### config.mk
export PLATFORM = sky130hd
export DESIGN_NAME = reg_wb_arbiter_flat
export DESIGN_NICKNAME = d
export VERILOG_FILES = /design/src/rtl/reg_wb_arbiter_if.sv /design/src/rtl/reg_wb_arbiter.sv /design/src/flat_wrapper.sv
export SDC_FILE = /design/constraint.sdc
export NUM_CORES = 1
export LEC_CHECK = 0
export ABC_AREA = 1
export CELL_PAD_IN_SITES_DETAIL_PLACEMENT = 1
export CELL_PAD_IN_SITES_GLOBAL_PLACEMENT = 1
export CORE_MARGIN = 2
export CORE_UTILIZATION = 26
export DETAILED_ROUTE_END_ITERATION = 10
export PLACE_DENSITY_LB_ADDON = 0.1
export REMOVE_ABC_BUFFERS = 1
export SETUP_SLACK_MARGIN = 0.15
export SLEW_MARGIN = 20
export SYNTH_ARGS = -nofsm -noshare
export SYNTH_HDL_FRONTEND = slang
export SYNTH_SLANG_ARGS = --single-unit
### constraint.sdc
create_clock -name clk -period 1.9 [get_ports clk]
set_input_delay 0.57 -clock clk [delete_from_list [all_inputs] [get_ports clk]]
set_output_delay 0.57 -clock clk [all_outputs]
set_load 0.05 [all_outputs]
### src/rtl/reg_wb_arbiter_if.sv
// Writeback arbiter bus: three register-write requesters, one regfile port.
// global_data carries the spec "global" bus (a reserved word in SV).
interface reg_wb_arbiter_if;
  logic [2:0]  req;
  logic [2:0]  dr0;
  logic [2:0]  dr1;
  logic [2:0]  dr2;
  logic [15:0] data0;
  logic [15:0] data1;
  logic [15:0] data2;
  logic        hold;
  logic [2:0]  ack;
  logic        ld_reg;
  logic [2:0]  DR;
  logic [15:0] global_data;
  logic [7:0]  busy;

  modport master (
    output req, dr0, dr1, dr2,
    output data0, data1, data2, hold,
    input  ack, ld_reg, DR,
    input  global_data, busy
  );

  modport slave (
    input  req, dr0, dr1, dr2,
    input  data0, data1, data2, hold,
    output ack, ld_reg, DR,
    output global_data, busy
  );
endinterface

### src/rtl/reg_wb_arbiter.sv
// Writeback arbiter: 3 requesters -> 1 regfile write port, 1-cycle latency.
// Fixed priority 0>1>2 by default; define WB_RR_ARB_EN for round-robin.
module reg_wb_arbiter (
  input logic            clk,
  input logic            reset,
  reg_wb_arbiter_if.slave bus
);
  logic [2:0]  w_gnt;
  logic [2:0]  w_dr;
  logic [15:0] w_data;
  logic [7:0]  w_busy;
  logic        r_ld;
  logic [2:0]  r_dr;
  logic [15:0] r_data;

`ifdef WB_RR_ARB_EN
  logic [1:0] r_ptr;

  // r_ptr is the last granted index; search starts one past it
  always_comb begin
    w_gnt = 3'b000;
    if (!reset && !bus.hold) begin
      case (r_ptr)
        2'd0: begin
          if (bus.req[1])      w_gnt = 3'b010;
          else if (bus.req[2]) w_gnt = 3'b100;
          else if (bus.req[0]) w_gnt = 3'b001;
        end
        2'd1: begin
          if (bus.req[2])      w_gnt = 3'b100;
          else if (bus.req[0]) w_gnt = 3'b001;
          else if (bus.req[1]) w_gnt = 3'b010;
        end
        default: begin
          if (bus.req[0])      w_gnt = 3'b001;
          else if (bus.req[1]) w_gnt = 3'b010;
          else if (bus.req[2]) w_gnt = 3'b100;
        end
      endcase
    end
  end

  always_ff @(posedge clk) begin
    if (reset) begin
      r_ptr <= 2'd2;
    end else begin
      unique case (1'b1)
        w_gnt[0]: r_ptr <= 2'd0;
        w_gnt[1]: r_ptr <= 2'd1;
        w_gnt[2]: r_ptr <= 2'd2;
        default:  r_ptr <= r_ptr;
      endcase
    end
  end
`else
  always_comb begin
    w_gnt = 3'b000;
    if (!reset && !bus.hold) begin
      if (bus.req[0])      w_gnt = 3'b001;
      else if (bus.req[1]) w_gnt = 3'b010;
      else if (bus.req[2]) w_gnt = 3'b100;
    end
  end
`endif

  always_comb begin
    w_dr   = 3'd0;
    w_data = 16'h0000;
    unique case (1'b1)
      w_gnt[0]: begin w_dr = bus.dr0; w_data = bus.data0; end
      w_gnt[1]: begin w_dr = bus.dr1; w_data = bus.data1; end
      w_gnt[2]: begin w_dr = bus.dr2; w_data = bus.data2; end
      default: ;
    endcase
  end

  always_ff @(posedge clk) begin
    if (reset) begin
      r_ld   <= 1'b0;
      r_dr   <= 3'd0;
      r_data <= 16'h0000;
    end else begin
      r_ld <= |w_gnt;
      if (|w_gnt) begin
        r_dr   <= w_dr;
        r_data <= w_data;
      end
    end
  end

  always_comb begin
    w_busy = 8'h00;
    if (bus.req[0]) w_busy[bus.dr0] = 1'b1;
    if (bus.req[1]) w_busy[bus.dr1] = 1'b1;
    if (bus.req[2]) w_busy[bus.dr2] = 1'b1;
    if (r_ld)       w_busy[r_dr]    = 1'b1;
  end

  assign bus.ack         = w_gnt;
  assign bus.ld_reg      = r_ld;
  assign bus.DR          = r_dr;
  assign bus.global_data = r_data;
  assign bus.busy        = w_busy;
endmodule

### src/flat_wrapper.sv
// flat-port wrapper written by rule: the top's interface ports become plain ports
module reg_wb_arbiter_flat 
  (clk, reset, bus_req, bus_dr0, bus_dr1, bus_dr2, bus_data0, bus_data1, bus_data2, bus_hold, bus_ack, bus_ld_reg, bus_DR, bus_global_data, bus_busy);
  reg_wb_arbiter_if bus_i ();
  input logic clk;
  input logic reset;
  input wire logic [$bits(bus_i.req)-1:0] bus_req;
  input wire logic [$bits(bus_i.dr0)-1:0] bus_dr0;
  input wire logic [$bits(bus_i.dr1)-1:0] bus_dr1;
  input wire logic [$bits(bus_i.dr2)-1:0] bus_dr2;
  input wire logic [$bits(bus_i.data0)-1:0] bus_data0;
  input wire logic [$bits(bus_i.data1)-1:0] bus_data1;
  input wire logic [$bits(bus_i.data2)-1:0] bus_data2;
  input wire logic [$bits(bus_i.hold)-1:0] bus_hold;
  output wire logic [$bits(bus_i.ack)-1:0] bus_ack;
  output wire logic [$bits(bus_i.ld_reg)-1:0] bus_ld_reg;
  output wire logic [$bits(bus_i.DR)-1:0] bus_DR;
  output wire logic [$bits(bus_i.global_data)-1:0] bus_global_data;
  output wire logic [$bits(bus_i.busy)-1:0] bus_busy;
  assign bus_i.req = bus_req;
  assign bus_i.dr0 = bus_dr0;
  assign bus_i.dr1 = bus_dr1;
  assign bus_i.dr2 = bus_dr2;
  assign bus_i.data0 = bus_data0;
  assign bus_i.data1 = bus_data1;
  assign bus_i.data2 = bus_data2;
  assign bus_i.hold = bus_hold;
  assign bus_ack = bus_i.ack;
  assign bus_ld_reg = bus_i.ld_reg;
  assign bus_DR = bus_i.DR;
  assign bus_global_data = bus_i.global_data;
  assign bus_busy = bus_i.busy;
  reg_wb_arbiter u_core (.clk(clk), .reset(reset), .bus(bus_i));
endmodule
# Word-level counts from Yosys, hierarchy flattened

Cells that the tools add are included.

Logic and storage cells: 40
Memories kept: 0
Bits in registers: 20
Bits in read-only memories: 0
RAM bits: 0
Latch bits: 0

Divide/modulo/power cells: 0
Bitwise operators: 3
Reduce and logical (&&, ||, !) cells: 8
Multiplexer cells: 18
Shift operators: 0
$mul: 0
Order comparisons: 8
$add $sub $neg: 0
Eq/ne operators: 0

Operators by type and width:

| cell                                                                         | number |
|---|---|
| 16-bit one-hot mux with 3 select lines                                       | 1 |
| 8-bit two-way mux                                                            | 4 |
| 8-bit OR                                                                     | 3 |
| 3-bit by 4-bit less-than comparator with 1-bit output, second input constant | 4 |
| 1-bit demux with 3-bit select                                                | 4 |
| 3-bit by 1-bit >= comparator with 1-bit output, second input constant        | 4 |
| 3-bit two-way mux                                                            | 4 |
| 3-bit one-hot mux with 3 select lines                                        | 1 |
| 1-bit logical AND                                                            | 5 |
| 1-bit two-way mux                                                            | 4 |
| 3-bit OR reduction                                                           | 1 |
| 1-bit logical NOT                                                            | 2 |

# Longest topological paths before layout

Word-level depth: 11
Mapped depth: 10
Mapped depth without buffers: 8

# Least setup slack after synthesis

OpenSTA, ideal clock, no wires.

Path kind: input port to output port
Start: input port bus_hold
End: output port bus_ack[1]
Data required time: 1330 ps
Path buffers: 2
Slack: -810 ps
Stages on the path: 5
Data arrival time: 2140 ps
Cells stage by stage: nor2_4 -> buf_6 -> buf_2 -> inv_1 -> nor3_1

Word-level cells in the longest chain between the ends: 3

Ends and longest elaborated chain:

| element           | RTL line             | text |
|---|---|---|
| from (decl)       | flat_wrapper.sv:14   | `input wire logic [$bits(bus_i.hold)-1:0] bus_hold;` |
| 1-bit logical NOT | reg_wb_arbiter.sv:58 | `if (!reset && !bus.hold) begin` |
| 1-bit logical AND | reg_wb_arbiter.sv:58 |  |
| 3-bit two-way mux | reg_wb_arbiter.sv:58 |  |
| to (decl)         | flat_wrapper.sv:15   | `output wire logic [$bits(bus_i.ack)-1:0] bus_ack;` |

No other way between the ends.

# Worst setup path after layout

Start: input port bus_dr0[1]
End: output port bus_busy[4]

Word-level cells in the longest chain between the ends: 11
Elaborated cells between the ends (all ways): 12
Classes of those cells: order compare (2); mux (6); bitwise (3); reduce/logical (1)

Ends and longest elaborated chain:

| element                                                                                                                                              | RTL line             | text |
|---|---|---|
| from (decl)                                                                                                                                          | flat_wrapper.sv:8    | `input wire logic [$bits(bus_i.dr0)-1:0] bus_dr0;` |
| 3-bit by 4-bit less-than comparator with 1-bit output (implied by the code) / 3-bit by 1-bit >= comparator with 1-bit output (equally long branches) | reg_wb_arbiter.sv:93 | `if (bus.req[0]) w_busy[bus.dr0] = 1'b1;` |
| 1-bit logical AND (implied by the code)                                                                                                              | reg_wb_arbiter.sv:93 |  |
| 1-bit two-way mux (implied by the code)                                                                                                              | reg_wb_arbiter.sv:93 |  |
| 1-bit demux with 3-bit select (*)                                                                                                                    | --                   |  |
| 8-bit two-way mux (*)                                                                                                                                | reg_wb_arbiter.sv:93 |  |
| 8-bit OR (no source line)                                                                                                                            | --                   |  |
| 8-bit two-way mux (*)                                                                                                                                | reg_wb_arbiter.sv:94 | `if (bus.req[1]) w_busy[bus.dr1] = 1'b1;` |
| 8-bit OR (no source line)                                                                                                                            | --                   |  |
| 8-bit two-way mux (*)                                                                                                                                | reg_wb_arbiter.sv:95 | `if (bus.req[2]) w_busy[bus.dr2] = 1'b1;` |
| 8-bit OR (no source line)                                                                                                                            | --                   |  |
| 8-bit two-way mux (*)                                                                                                                                | reg_wb_arbiter.sv:96 | `if (r_ld) w_busy[r_dr] = 1'b1;` |
| to (decl)                                                                                                                                            | flat_wrapper.sv:19   | `output wire logic [$bits(bus_i.busy)-1:0] bus_busy;` |

Every way passes the cells marked *; elsewhere a longest branch is shown, timed or not.

==> impl_metrics.tcl <==
set metrics [dict create \
    hp-class "reg -> reg" \
    antenna_left 0 \
    skew_ns 0 \
    ios 94 \
    powerDensity_mw_per_mm2 438 \
    rows 31 \
    via_count 2718 \
    die_width_um 90.0 \
    cp_top_family "buffers and inverters" \
    synth_largest_area_cell "dfxtp_1" \
    syn_avg_cell_area_um2 5.65 \
    rsz0062_at_grt "yes" \
    mostFrequentLayoutCell "nand3_1" \
    dpl_cell_area_mm2 0.00326 \
    finalHoldViolations 0 \
    ys_warn_count 0 \
    crit_fanout 2 \
    die-area_mm2 0.00810 \
    drc 0 \
    h-tree-depth 1 \
    gp_congestion 1.05 \
    dpl.cell_count 549 \
    yosysUniqueCellTypes 26 \
    slew_headroom_pct 69.4 \
    syn_to_final_growth_pct 101 \
    layout_min_cycle_time_ns 2.03 \
    fin_setup_tns_ns -0.798 \
    crit_type "in -> out" \
    hpwl_mm 6.11 \
    antenna_cells 0 \
    path_cells "buf_8 -> inv_4 -> buf_4 -> buf_6 -> nand2_4 -> o22ai_2 -> nand3b_1 -> buf_12" \
    start_kind "primary input" \
    max_slew.worst_pin.slew_ns 0.457 \
    vdd_drop_max_mv 0.184 \
    status "complete, but fails checks" \
    nFillCells 923 \
    layout-drive-gt1-share_pct 34.3 \
    fmax_mhz 492 \
    grt_pass1_vias 2662 \
    die_h_um 90.0 \
    drt-vias-per-instance 4.76 \
    cts_buffer_depth 2 \
    post-route-util_pct 53.6 \
    io_buffers 93 \
    cts_buffers 3 \
    clock-root-buffer "clkbuf_8" \
    largest_reg_flops 16 \
    stdcell_count 571 \
    syn_inst 340 \
    yosysTopAreaCellShare_pct 20.8 \
    drt-initial-drc-count 85 \
    cts_tree "yes" \
    cp-end-kind "primary output" \
    fin_ws_ns -0.131 \
    synth-seq-cells 20 \
    first_pass_iters 4 \
    clock-sinks 20 \
    finalWirelength_mm 9.86 \
    layout_common_cells "nand3_1, inv_1, nand2_1, buf_4, clkdlybuf4s50_1" \
    slowest_stage "nand3b_1" \
    leakagePower_nw 1.95 \
    stdcell_area_mm2 0.00387 \
    routedWlPerCell_um 17.3 \
    slew_viol_final 0 \
    grt_usage_pct 21.0 \
    finalCritPeriodShare_pct 107 \
    syn_area_mm2 0.00192 \
    antenna_found_initial 0 \
    critPathArrivalTime_ns 1.46 \
    core_mm2 0.00721 \
    clkTransAtPathRegs_ns 0.08 \
    start_util_pct 26.6 \
    ys_seq_area_share_pct 20.8 \
    violations "setup timing" \
    final-setup-viol-count 10 \
    clk_latency_ns 0.27 \
    ys_top_cells_by_area "dfxtp_1, nand3_1, inv_1" \
    required_ns 1.33 \
    cpPeakStageDelay_ns 0.22 \
    grt_pass1_wl_mm 13.9 \
    nets 537 \
    crit_buf_inv 5 \
    grt-ovfl-total 0 \
    grt_max_degree 28 \
    cap_viol_max_count 0 \
]
-- synthesized netlist by cell type (all sizes together) --
library cell and instances:
nand3 80, o211ai 3, o22ai 1, o21ai 2, nand3b 2, nor2 20, clkinv 1, buf 17
o221ai 1, or2 1, nand2 71, a21oi 4, dfxtp 20, nor3 2, nand4 21, inv 88
clkbuf 3, o2111ai 3
-- where the power goes --
part,leakage [nW],total (W),internal (W),switching (W)
Clock,0.0216,0.000298,0.000142,0.000156
Combinational,1.76,0.000921,0.000432,0.000489
Sequential,0.166,0.000474,0.000449,0.0000248
-- cell type report --
type                            count  area (um2)  share of cell area (%)
Tap cell                           99         124                    3.20
Timing Repair Buffer              149        1660                    43.0
Multi-Input combinational cell    211        1280                    33.1
Clock buffer                        3        41.3                    1.07
Inverter                           89         352                    9.09
Sequential cell                    20         408                    10.5
-- through the flow --
stage          setup WS [ns]  power (W)  hold WS [ns]
2_1_floorplan          -1.11   0.000821         0.639
3_3_place_gp          -0.673    0.00123         0.573
3_5_place_dp          -0.671    0.00125         0.578
4_1_cts               -0.175    0.00162         0.543
5_1_grt               -0.143    0.00178         0.565
6_report              -0.131    0.00169         0.549
-- worst register-to-register path, delay by kind of cell, from the launching register on --
kind / cells / cell delay, ns
simple gates: 3 / 0.21
flops: 1 / 0.38
buf+inv: 3 / 0.15
-- final timing paths --
| path | startpoint | to | slack [ns] | depth (start not counted) |
|---|---|---|---|---|
| setup / recovery | bus_dr0[1] | bus_busy[4] | -0.13 | 8 |
| hold / removal | u_core.bus.DR[2] | u_core.bus.DR[2] | 0.55 | 2 |
| setup reg to reg | u_core.bus.DR[1] | u_core.bus.DR[1] | 1.07 | 6 |
| hold reg to reg | u_core.bus.DR[2] | u_core.bus.DR[2] | 0.55 | 2 |
-- routing by layer --
metal	global-route usage (%)	wire [um]
met5	0	0
met4	2.82	226
met3	4.78	591
met2	39.3	4960
met1	25.1	4080
-- logic make-up (layout without fill, tap and decap cells) --
family	count (synthesis)	count (layout)	synth area share, %
compound gates	14	14	5.47
buf+inv	109	241	24.9
simple gates	197	197	48.8
flops	20	20	20.8
-- timing repair --
item / CTS / global route
cloned: 0 / 3
pin swaps: 20 / 16
gates resized for setup: 136 / 42
hold buffers: 0 / 0
buffers inserted: 11 / 5
endpoints found under the setup margin: 31 / 29
(Power assumes the default switching activity.)
